==> config.mk <==
export PLATFORM = sky130hd
export DESIGN_NAME = lsu_align_unit
export DESIGN_NICKNAME = d
export VERILOG_FILES = /design/src/rtl/lsu_pkg.sv /design/src/rtl/lsu_load_extend.sv /design/src/rtl/lsu_align_unit.sv
export SDC_FILE = /design/constraint.sdc
export NUM_CORES = 1
export LEC_CHECK = 0
export CAP_MARGIN = 20
export CELL_PAD_IN_SITES_DETAIL_PLACEMENT = 0
export CELL_PAD_IN_SITES_GLOBAL_PLACEMENT = 1
export CORE_ASPECT_RATIO = 0.7
export CORE_MARGIN = 2
export CORE_UTILIZATION = 37
export CTS_CLUSTER_DIAMETER = 50
export DETAILED_ROUTE_END_ITERATION = 10
export PLACE_DENSITY_LB_ADDON = 0.1
export SETUP_SLACK_MARGIN = 0.02
export SLEW_MARGIN = 20
export SYNTH_ARGS = -nofsm -noshare
export SYNTH_HDL_FRONTEND = slang
export SYNTH_SLANG_ARGS = --single-unit
==> constraint.sdc <==
create_clock -name clk -period 4.25 [get_ports clk]
set_input_delay 0.425 -clock clk [delete_from_list [all_inputs] [get_ports clk]]
set_output_delay 0.425 -clock clk [all_outputs]
set_load 0.01 [all_outputs]
==> src/rtl/lsu_pkg.sv <==
// Shared definitions for the load/store alignment unit: funct3 encodings,
// FSM state enum and request-decode helpers.
package lsu_pkg;

  localparam logic [1:0] SZ_B = 2'd0;
  localparam logic [1:0] SZ_H = 2'd1;
  localparam logic [1:0] SZ_W = 2'd2;
  localparam logic [1:0] SZ_D = 2'd3;
  localparam int         F3_UNS = 2;
  localparam logic [2:0] F3_ILLEGAL = 3'b111;

  typedef enum logic [2:0] {
    IDLE,
    REQ0,
    WAIT0,
    REQ1,
    WAIT1,
    RESP
  } lsu_state_e;

  // Byte-lane mask of an access of 2^size bytes, clipped to nb lanes.
  function automatic logic [7:0] size_mask(input logic [1:0] size, input int nb);
    logic [7:0] m;
    case (size)
      SZ_B:    m = 8'h01;
      SZ_H:    m = 8'h03;
      SZ_W:    m = 8'h0F;
      default: m = 8'hFF;
    endcase
    if (nb < 8) m = m & ((8'd1 << nb) - 8'd1);
    return m;
  endfunction

  function automatic logic is_illegal(input logic we, input logic [2:0] funct3,
                                      input int data_w);
    return ((funct3[1:0] == SZ_D) && (data_w == 32)) ||
           (funct3[F3_UNS] && we) ||
           (funct3 == F3_ILLEGAL);
  endfunction

endpackage

==> src/rtl/lsu_load_extend.sv <==
// Combinational load extension: takes right-justified merged load bytes and
// sign- or zero-extends them to DATA_W according to funct3.
module lsu_load_extend
  import lsu_pkg::*;
#(
  parameter int DATA_W = 32
) (
  input  logic [DATA_W-1:0] raw,
  input  logic [2:0]        funct3,
  output logic [DATA_W-1:0] rdata
);

  // Push the access MSB to the top, then shift back arithmetically or logically.
  function automatic logic [DATA_W-1:0] extend(input logic [DATA_W-1:0] d,
                                               input logic [1:0] size,
                                               input logic uns);
    int sh;
    logic signed [DATA_W-1:0] top;
    logic signed [DATA_W-1:0] sext;
    sh   = ((8 << size) >= DATA_W) ? 0 : DATA_W - (8 << size);
    top  = d << sh;
    sext = top >>> sh;
    if (uns) return (d << sh) >> sh;
    return sext;
  endfunction

  assign rdata = extend(raw, funct3[1:0], funct3[F3_UNS]);

endmodule

==> src/rtl/lsu_align_unit.sv <==
// Load/store alignment unit between MEM stage and a data-memory port.
// Define LSU_MISALIGN_SPLIT_EN to split beat-crossing accesses into two beats.
module lsu_align_unit
  import lsu_pkg::*;
#(
  parameter int DATA_W = 32,
  parameter int ADDR_W = 32
) (
  input  logic              clk,
  input  logic              n_rst,
  input  logic              req_valid,
  output logic              req_ready,
  input  logic              req_we,
  input  logic [2:0]        req_funct3,
  input  logic [ADDR_W-1:0] req_addr,
  input  logic [DATA_W-1:0] req_wdata,
  output logic              rsp_valid,
  output logic [DATA_W-1:0] rsp_rdata,
  output logic              rsp_fault,
  output logic              mem_req,
  input  logic              mem_gnt,
  output logic              mem_we,
  output logic [ADDR_W-1:0] mem_addr,
  output logic [DATA_W/8-1:0] mem_be,
  output logic [DATA_W-1:0] mem_wdata,
  input  logic              mem_rvalid,
  input  logic [DATA_W-1:0] mem_rdata
);

  localparam int NB    = DATA_W / 8;
  localparam int OFF_W = $clog2(NB);
  localparam logic [ADDR_W-1:0] BEAT_STRIDE = ADDR_W'(NB);

  lsu_state_e state_q, state_d;

  logic              we_q;
  logic              fault_q;
  logic [2:0]        funct3_q;
  logic [ADDR_W-1:0] addr_q;
  logic [DATA_W-1:0] wdata_q;
  logic [DATA_W-1:0] buf_lo_q;
  logic [DATA_W-1:0] buf_hi_q;

  logic                accept;
  logic                illegal;
  logic                beat1;
  logic [OFF_W-1:0]    off;
  logic [NB-1:0]       mask;
  logic [2*NB-1:0]     be_wide;
  logic [2*DATA_W-1:0] wd_wide;
  logic [ADDR_W-1:0]   base_addr;
  logic [DATA_W-1:0]   merged;
  logic [DATA_W-1:0]   ext_data;

  assign accept = req_valid && (state_q == IDLE);

`ifdef LSU_MISALIGN_SPLIT_EN
  assign illegal = is_illegal(req_we, req_funct3, DATA_W);
`else
  logic [OFF_W-1:0] req_amask;
  assign req_amask = OFF_W'((4'd1 << req_funct3[1:0]) - 4'd1);
  assign illegal   = is_illegal(req_we, req_funct3, DATA_W) ||
                     ((req_addr[OFF_W-1:0] & req_amask) != '0);
`endif

  // Both beats come from one double-width shift: the low half is beat 0,
  // the high half is whatever spilled past the lane boundary (beat 1).
  assign off       = addr_q[OFF_W-1:0];
  assign base_addr = {addr_q[ADDR_W-1:OFF_W], {OFF_W{1'b0}}};
  assign mask      = NB'(size_mask(funct3_q[1:0], NB));
  assign be_wide   = {{NB{1'b0}}, mask} << off;
  assign wd_wide   = {{DATA_W{1'b0}}, wdata_q} << {off, 3'b000};

`ifdef LSU_MISALIGN_SPLIT_EN
  logic [3:0] size_bytes;
  logic       split;
  assign size_bytes = 4'd1 << funct3_q[1:0];
  assign split      = (5'(off) + 5'(size_bytes)) > 5'(NB);
  assign beat1      = (state_q == REQ1);
`else
  assign beat1 = 1'b0;
`endif

  assign merged = DATA_W'({buf_hi_q, buf_lo_q} >> {off, 3'b000});

  lsu_load_extend #(.DATA_W(DATA_W)) u_load_extend (
    .raw    (merged),
    .funct3 (funct3_q),
    .rdata  (ext_data)
  );

  always_ff @(posedge clk or negedge n_rst) begin
    if (!n_rst) state_q <= IDLE;
    else        state_q <= state_d;
  end

  always_comb begin
    state_d = state_q;
    case (state_q)
      IDLE:  if (req_valid) state_d = illegal ? RESP : REQ0;
      REQ0:  if (mem_gnt) state_d = WAIT0;
`ifdef LSU_MISALIGN_SPLIT_EN
      WAIT0: if (mem_rvalid) state_d = split ? REQ1 : RESP;
      REQ1:  if (mem_gnt) state_d = WAIT1;
      WAIT1: if (mem_rvalid) state_d = RESP;
`else
      WAIT0: if (mem_rvalid) state_d = RESP;
`endif
      RESP:  state_d = IDLE;
      default: state_d = IDLE;
    endcase
  end

  always_ff @(posedge clk or negedge n_rst) begin
    if (!n_rst) begin
      we_q     <= 1'b0;
      fault_q  <= 1'b0;
      funct3_q <= '0;
      addr_q   <= '0;
      wdata_q  <= '0;
      buf_lo_q <= '0;
      buf_hi_q <= '0;
    end else begin
      if (accept) begin
        we_q     <= req_we;
        fault_q  <= illegal;
        funct3_q <= req_funct3;
        addr_q   <= req_addr;
        wdata_q  <= req_wdata;
        buf_hi_q <= '0;
      end
      if ((state_q == WAIT0) && mem_rvalid) buf_lo_q <= mem_rdata;
`ifdef LSU_MISALIGN_SPLIT_EN
      if ((state_q == WAIT1) && mem_rvalid) buf_hi_q <= mem_rdata;
`endif
    end
  end

  // Memory fields are forced to zero outside a request so idle/reset outputs read 0.
  always_comb begin
    req_ready = (state_q == IDLE);
    mem_req   = (state_q == REQ0) || beat1;
    mem_we    = mem_req && we_q;
    mem_addr  = '0;
    mem_be    = '0;
    mem_wdata = '0;
    if (mem_req) mem_addr = beat1 ? base_addr + BEAT_STRIDE : base_addr;
    if (mem_we) begin
      mem_be    = beat1 ? be_wide[2*NB-1:NB] : be_wide[NB-1:0];
      mem_wdata = beat1 ? wd_wide[2*DATA_W-1:DATA_W] : wd_wide[DATA_W-1:0];
    end
    rsp_valid = (state_q == RESP);
    rsp_fault = rsp_valid && fault_q;
    rsp_rdata = (rsp_valid && !fault_q && !we_q) ? ext_data : '0;
  end

endmodule

==> results of run 1 <==
## final cells by class
cell class                 instances  area [sq um]  area share
clock buffer                       9           225      0.0270
timing repair buffer             219          2160       0.259
clock inverter                     7          60.1     0.00721
multi-input combinational        393          3020       0.362
inverter                           4          15.0     0.00180
tap                              200           250      0.0300
sequential                       104          2610       0.313
## power by group through the flow
stage | clock network, uW | registers (uW) | logic (uW)
after global placement | 0 | 2000 | 2860
after CTS | 838 | 2010 | 2900
after global routing | 873 | 2100 | 3160
final | 804 | 2020 | 2890
after detailed placement | 0 | 2020 | 2890
after floorplan | 0 | 1760 | 2110
## routing by layer
layer / vias up / GRT usage
met5: - / 0
met4: 0 / 0.0527
met3: 11 / 0.0612
met2: 150 / 0.297
met1: 2358 / 0.294
li1: 2304 / -
## repair_timing
item                                    4_1_cts  5_1_grt
gates resized for setup                       0        1
hold endpoints to repair                      0        0
hold buffers                                  0        0
setup buffers                                 0        0
endpoints found under the setup margin        0       12
## worst register-to-register path, stage by stage, from the launching register on
cell and delay, ns:
dfrtp_1 0.48, nor3_1 0.29, and2_2 0.74, buf_4 0.45, mux2_2 0.39
## placed cells by master, fill, tap and decap left out, types with 2 or more instances in the layout
cell,Yosys,final
nand2b_1,5,5
conb_1,1,2
a211oi_1,36,36
a21o_1,2,2
a31oi_1,2,2
dfrtp_1,104,102
and2_1,42,41
a22oi_1,2,2
clkbuf_16,0,9
mux2_2,106,106
nor2b_1,20,20
mux2i_1,35,35
nand3_1,3,3
nor3_1,4,4
nor2_1,65,64
clkdlybuf4s50_1,0,206
a21oi_1,26,26
nand3b_1,2,2
buf_4,5,13
clkinv_4,0,2
inv_6,0,3
inv_1,4,4
nand2_1,14,14
dfrtp_2,0,2
a221oi_1,6,6
## flip-flops by register name, summed over array words and instances (netlist names)
name and cells:
addr_q 32, buf_lo_q 32, fault_q 1, funct3_q 3
state_q 3, wdata_q 32, we_q 1
## kinds of logic (layout without fill, tap and decap cells)
| family | count (synthesis) | in the layout | synth area share |
|---|---|---|---|
| other cells | 1 | 2 | 0.000642 |
| compound gates | 86 | 86 | 0.105 |
| flops | 104 | 104 | 0.445 |
| xor+xnor | 1 | 1 | 0.00150 |
| buf+inv | 48 | 239 | 0.0401 |
| simple gates | 162 | 162 | 0.141 |
| fa+ha+maj | 1 | 1 | 0.00214 |
| mux | 141 | 141 | 0.264 |
## path summary, 6_finish.rpt
check | end | slack (ns) | depth (start not counted)
max reg2reg | wdata_q[8] | 1.79 | 4
max in group asynchronous | addr_q[6] | 3.08 | 2
min reg2reg | addr_q[27] | 0.50 | 1
min | addr_q[14] | 0.20 | 1
min in group clk | addr_q[27] | 0.50 | 1
max | rsp_rdata[28] | 0.31 | 8
## stage by stage
step                      instances   util  hold slack (ns)  setup slack, ns  power (uW)
final                           936  0.539            0.196            0.306        5710
after global routing            936  0.539            0.272           0.0714        6130
after CTS                       936  0.539            0.236           0.0905        5750
after detailed placement        920  0.521            0.487            0.484        4910
after global placement          920  0.521            0.481            0.663        4850
after floorplan                 545      -            0.129             1.74        3870
==> metrics.txt, run 1 <==
core box area ~15000 sq um; Reg2Reg Launch Point state_q[0]; Cell Area, Synth 5840 sq um; Ys Warns 0; drt total wl about 17 mm; met3 WL post-DR 1.30 mm; share of layout cells above drive strength 1 0.198; Worst Path Buf+Inv 3; Syn Area/Cell about 11 sq um; fill cell count ~1.4k; die width ~150 um; Starting Density 0.378; 1st-iter DRT viols 274; CTS tree yes; Yosys top cell by area dfrtp_1; CTS Sinks about 100; Highest Signal Layer met4; final hold viol count 0; sequential fraction of the synthesis area 0.445; CP arrival 3.52 ns; Cell Chain, Critical Path nor2_2, inv_1, ha_1, nor2b_1, buf_4, a211oi_1, a211oi_1, clkdlybuf4s50_1; Worst Tran Pin Value about 0.95 ns; largest net degree at the start of global routing 74; #FFs+latches synth ~100; Max VDD drop 0.278 mV; Synth top cells by count mux2_2, dfrtp_1, nor2_1; die area between 15000 and 20000 sq um; CP max stage cell a211oi_1; setup TNS 0 ns; share of the clock period used by the worst path 0.928; total gr overflow 0; unrepaired setup endpoints after global routing false; number of vias per cell a little over 5; max cap viols 0; total track usage 0.203; design area approximately 8300 sq um; io pins 210; CTS clk-pin slew, worst paths 0.07 ns; Setup crit end kind output pin; Final #Nets 837; asr flop ratio synth 1.00; Worst EP required 3.83 ns; Port Buffers between 200 and 250; GP Congestion about 0.85; Root Buffer clkbuf_16; slew margin rel. 0.370; DR DRC count 0; Synth top area share 0.445; total CTS buffers 9; first-pass GRT wire length 26.3 mm; crit path kind reg2out; most frequent CP cell a211oi_1; Power Dens Cells slightly below 700 nW/um^2; WL met1 between 8 and 9 mm; ys flop type dfrtp_1; initial antenna violation count 1; placed inst area just over 8000 sq um; diode count 0; internal power roughly 3400 uW; sequential share of power 0.353; top cells by area, synth dfrtp_1, mux2_2, mux2i_1; Distinct cells, synth between 40 and 50; worst-skew pair later-pin latency around 0.35 ns; vias between 4k and 5k; TritonRoute pass-1 iters 4; DP HPWL between 10 and 15 mm; worst hold-check path type in2async; Cell Rows 38; H-tree depth 3; final setup skew around 0.0062 ns; f_max between 0.2 and 0.3 GHz; maximum fanout along the worst path 12; max-slew violation count 0; outcome complete, no violations; most common cell in the netlist mux2_2; switching part of the total power 0.396; crit path time final 3.94 ns; Critical Path Max Stage Delay 0.62 ns; Layout area overhead 42.7%; final setup fails 0; vias in the first global route roughly 4.7k; switching pwr between 2000 and 2500 uW; Synth Instances 544; Leakage ~0.0033 uW; combinational share of power 0.506; post-DR wirelength/cell approximately 18 um; Max Buffers Root-to-Sink 2; CP Launch Type flop; height of the die 109 um; Antenna Nets Post-Route 0; Post-synth EDFFs 0; clock share of power 0.141; Top delay family on crit path buffers and inverters; crit path from funct3_q[0]; met2 routed wirelength between 7 and 8 mm
Power figures use the tool's default switching activity.
==> inputs of run 2 (changes only) <==
CORE_MARGIN = not set   (was 2)
==> run 2 against run 1 <==
Against the previous run:
- the run now ends with DRC left
- die area down 3.1%
- sequential power barely moved
- clock power grew 0.9%
- power is 0.17% higher
- design area about the same
- flip-flop and latch count stayed put
- count of clock-buffer cells in the layout did not move
- via count hardly changed
- wire length shrank 0.99%
==> metrics.txt, run 2 (synthesized netlist as in run 1, its figures left out) <==
outcome finished with violations; failing checks DRC; post-layout util 0.540; slew margin rel. 0.378; TritonRoute pass-1 iters 8; vias 4822; Root Buffer clkbuf_16; H-tree depth 3; initial antenna violation count 0; final hold viol count 0; CTS Sinks between 100 and 150; DR DRC count 13; Worst EP required roughly 3.8 ns; CTS Hold Bufs 0; GP Congestion 0.863; 1st-iter DRT viols about 200; Cell Rows 38; f_max 0.258 GHz; placed inst area 8050 sq um; diode count 0; Setup crit end kind output pin; core box area 15500 sq um; io pins 210; worst hold-check path type in2async; max-slew violation count 0; Worst Tran Pin Value roughly 0.93 ns; total gr overflow 0; post-DR wirelength/cell ~18 um; Final #Nets between 800 and 900; Leakage 0.00331 uW; height of the die around 110 um; first-pass GRT wire length ~27 mm; Port Buffers 207; final total power roughly 5700 uW; max cap viols 0; number of vias per cell between 5 and 6; Layout area overhead 42.7%; share of the clock period used by the worst path 0.911; CTS clk-pin slew, worst paths around 0.070 ns; commonest non-fill, non-tap cell in the layout clkdlybuf4s50_1; final setup skew 0.00360 ns; drt total wl 16.8 mm; die area roughly 16000 sq um; Max VDD drop around 0.33 mV; Antenna Nets Post-Route 0; total CTS buffers 9; crit path time final between 3 and 4 ns; R2R depth 4; final setup fails 0; vias in the first global route ~4.8k; crit path kind reg2out; CP arrival 3.45 ns; Starting Density 0.378; worst-skew pair later-pin latency 0.35 ns; highest-count cells in the layout ignoring fill and taps clkdlybuf4s50_1, mux2_2, dfrtp_1; largest net degree at the start of global routing about 70; setup TNS 0 ns; Top Registers addr_q (32), buf_lo_q (32), wdata_q (32); DP HPWL roughly 12 mm; non-filler cells, final roughly 940; CTS tree yes; design area between 8000 and 9000 sq um; Cell Count Post-Placement 920; cts repair resizes 0; die width 152 um; CP Launch Type flop; post-CTS setup buffers 0; share of layout cells above drive strength 1 0.198; Power Dens Cells ~690 nW/um^2; total track usage 0.214; maximum fanout along the worst path 12; unrepaired setup endpoints after global routing false; flop2flop setup slack about 1.8 ns; Max Buffers Root-to-Sink 2
run 2: critical path, stage by stage, from the launching register on:
cell	delay, ns
dfrtp_1	0.51
nor2_2	0.47
inv_1	0.15
ha_1	0.38
nor2b_1	0.16
buf_4	0.19
a211oi_1	0.56
a211oi_1	0.16
clkdlybuf4s50_1	0.51
run 2: final cells by class:
class,count,area (sq um)
well taps,200,250
multi-input cells,393,3020
inverters,4,15.0
repair buffers,219,2160
flip-flops and latches,104,2610
clock buffers,9,225
fillers,1344,7110
clock inverters,7,63.8
run 2: power breakdown:
part / switching [uW] / total, uW / internal (uW) / leakage (uW)
Combinational: 1360 / 2900 / 1550 / 0.00193
Sequential: 507 / 2000 / 1490 / 0.00123
Clock: 400 / 811 / 410 / 0.000142
Total: 2260 / 5720 / 3450 / 0.00331
run 2: final timing paths:
kind / startpoint / end
max: funct3_q[0] / rsp_rdata[28]
min: n_rst / buf_lo_q[29]
max in group asynchronous: n_rst / wdata_q[30]
max reg2reg: state_q[0] / wdata_q[23]
min in group clk: wdata_q[29] / wdata_q[29]
min reg2reg: wdata_q[29] / wdata_q[29]
run 2: routing by layer:
metal / routed length [um] / global-route usage / part of all wire
met1: 8040 / 0.306 / 0.48
met2: 7170 / 0.312 / 0.43
met3: 1430 / 0.0703 / 0.085
met4: 136 / 0.0474 / 0.0081
met5: 0 / 0 / 0
run 2: per-stage QoR:
step	worst slack, ns	hold WS, ns
2_1_floorplan	1.74	0.129
5_1_grt	0.0878	0.264
6_report	0.378	0.179
3_3_place_gp	0.648	0.481
4_1_cts	0.138	0.235
3_5_place_dp	0.512	0.487
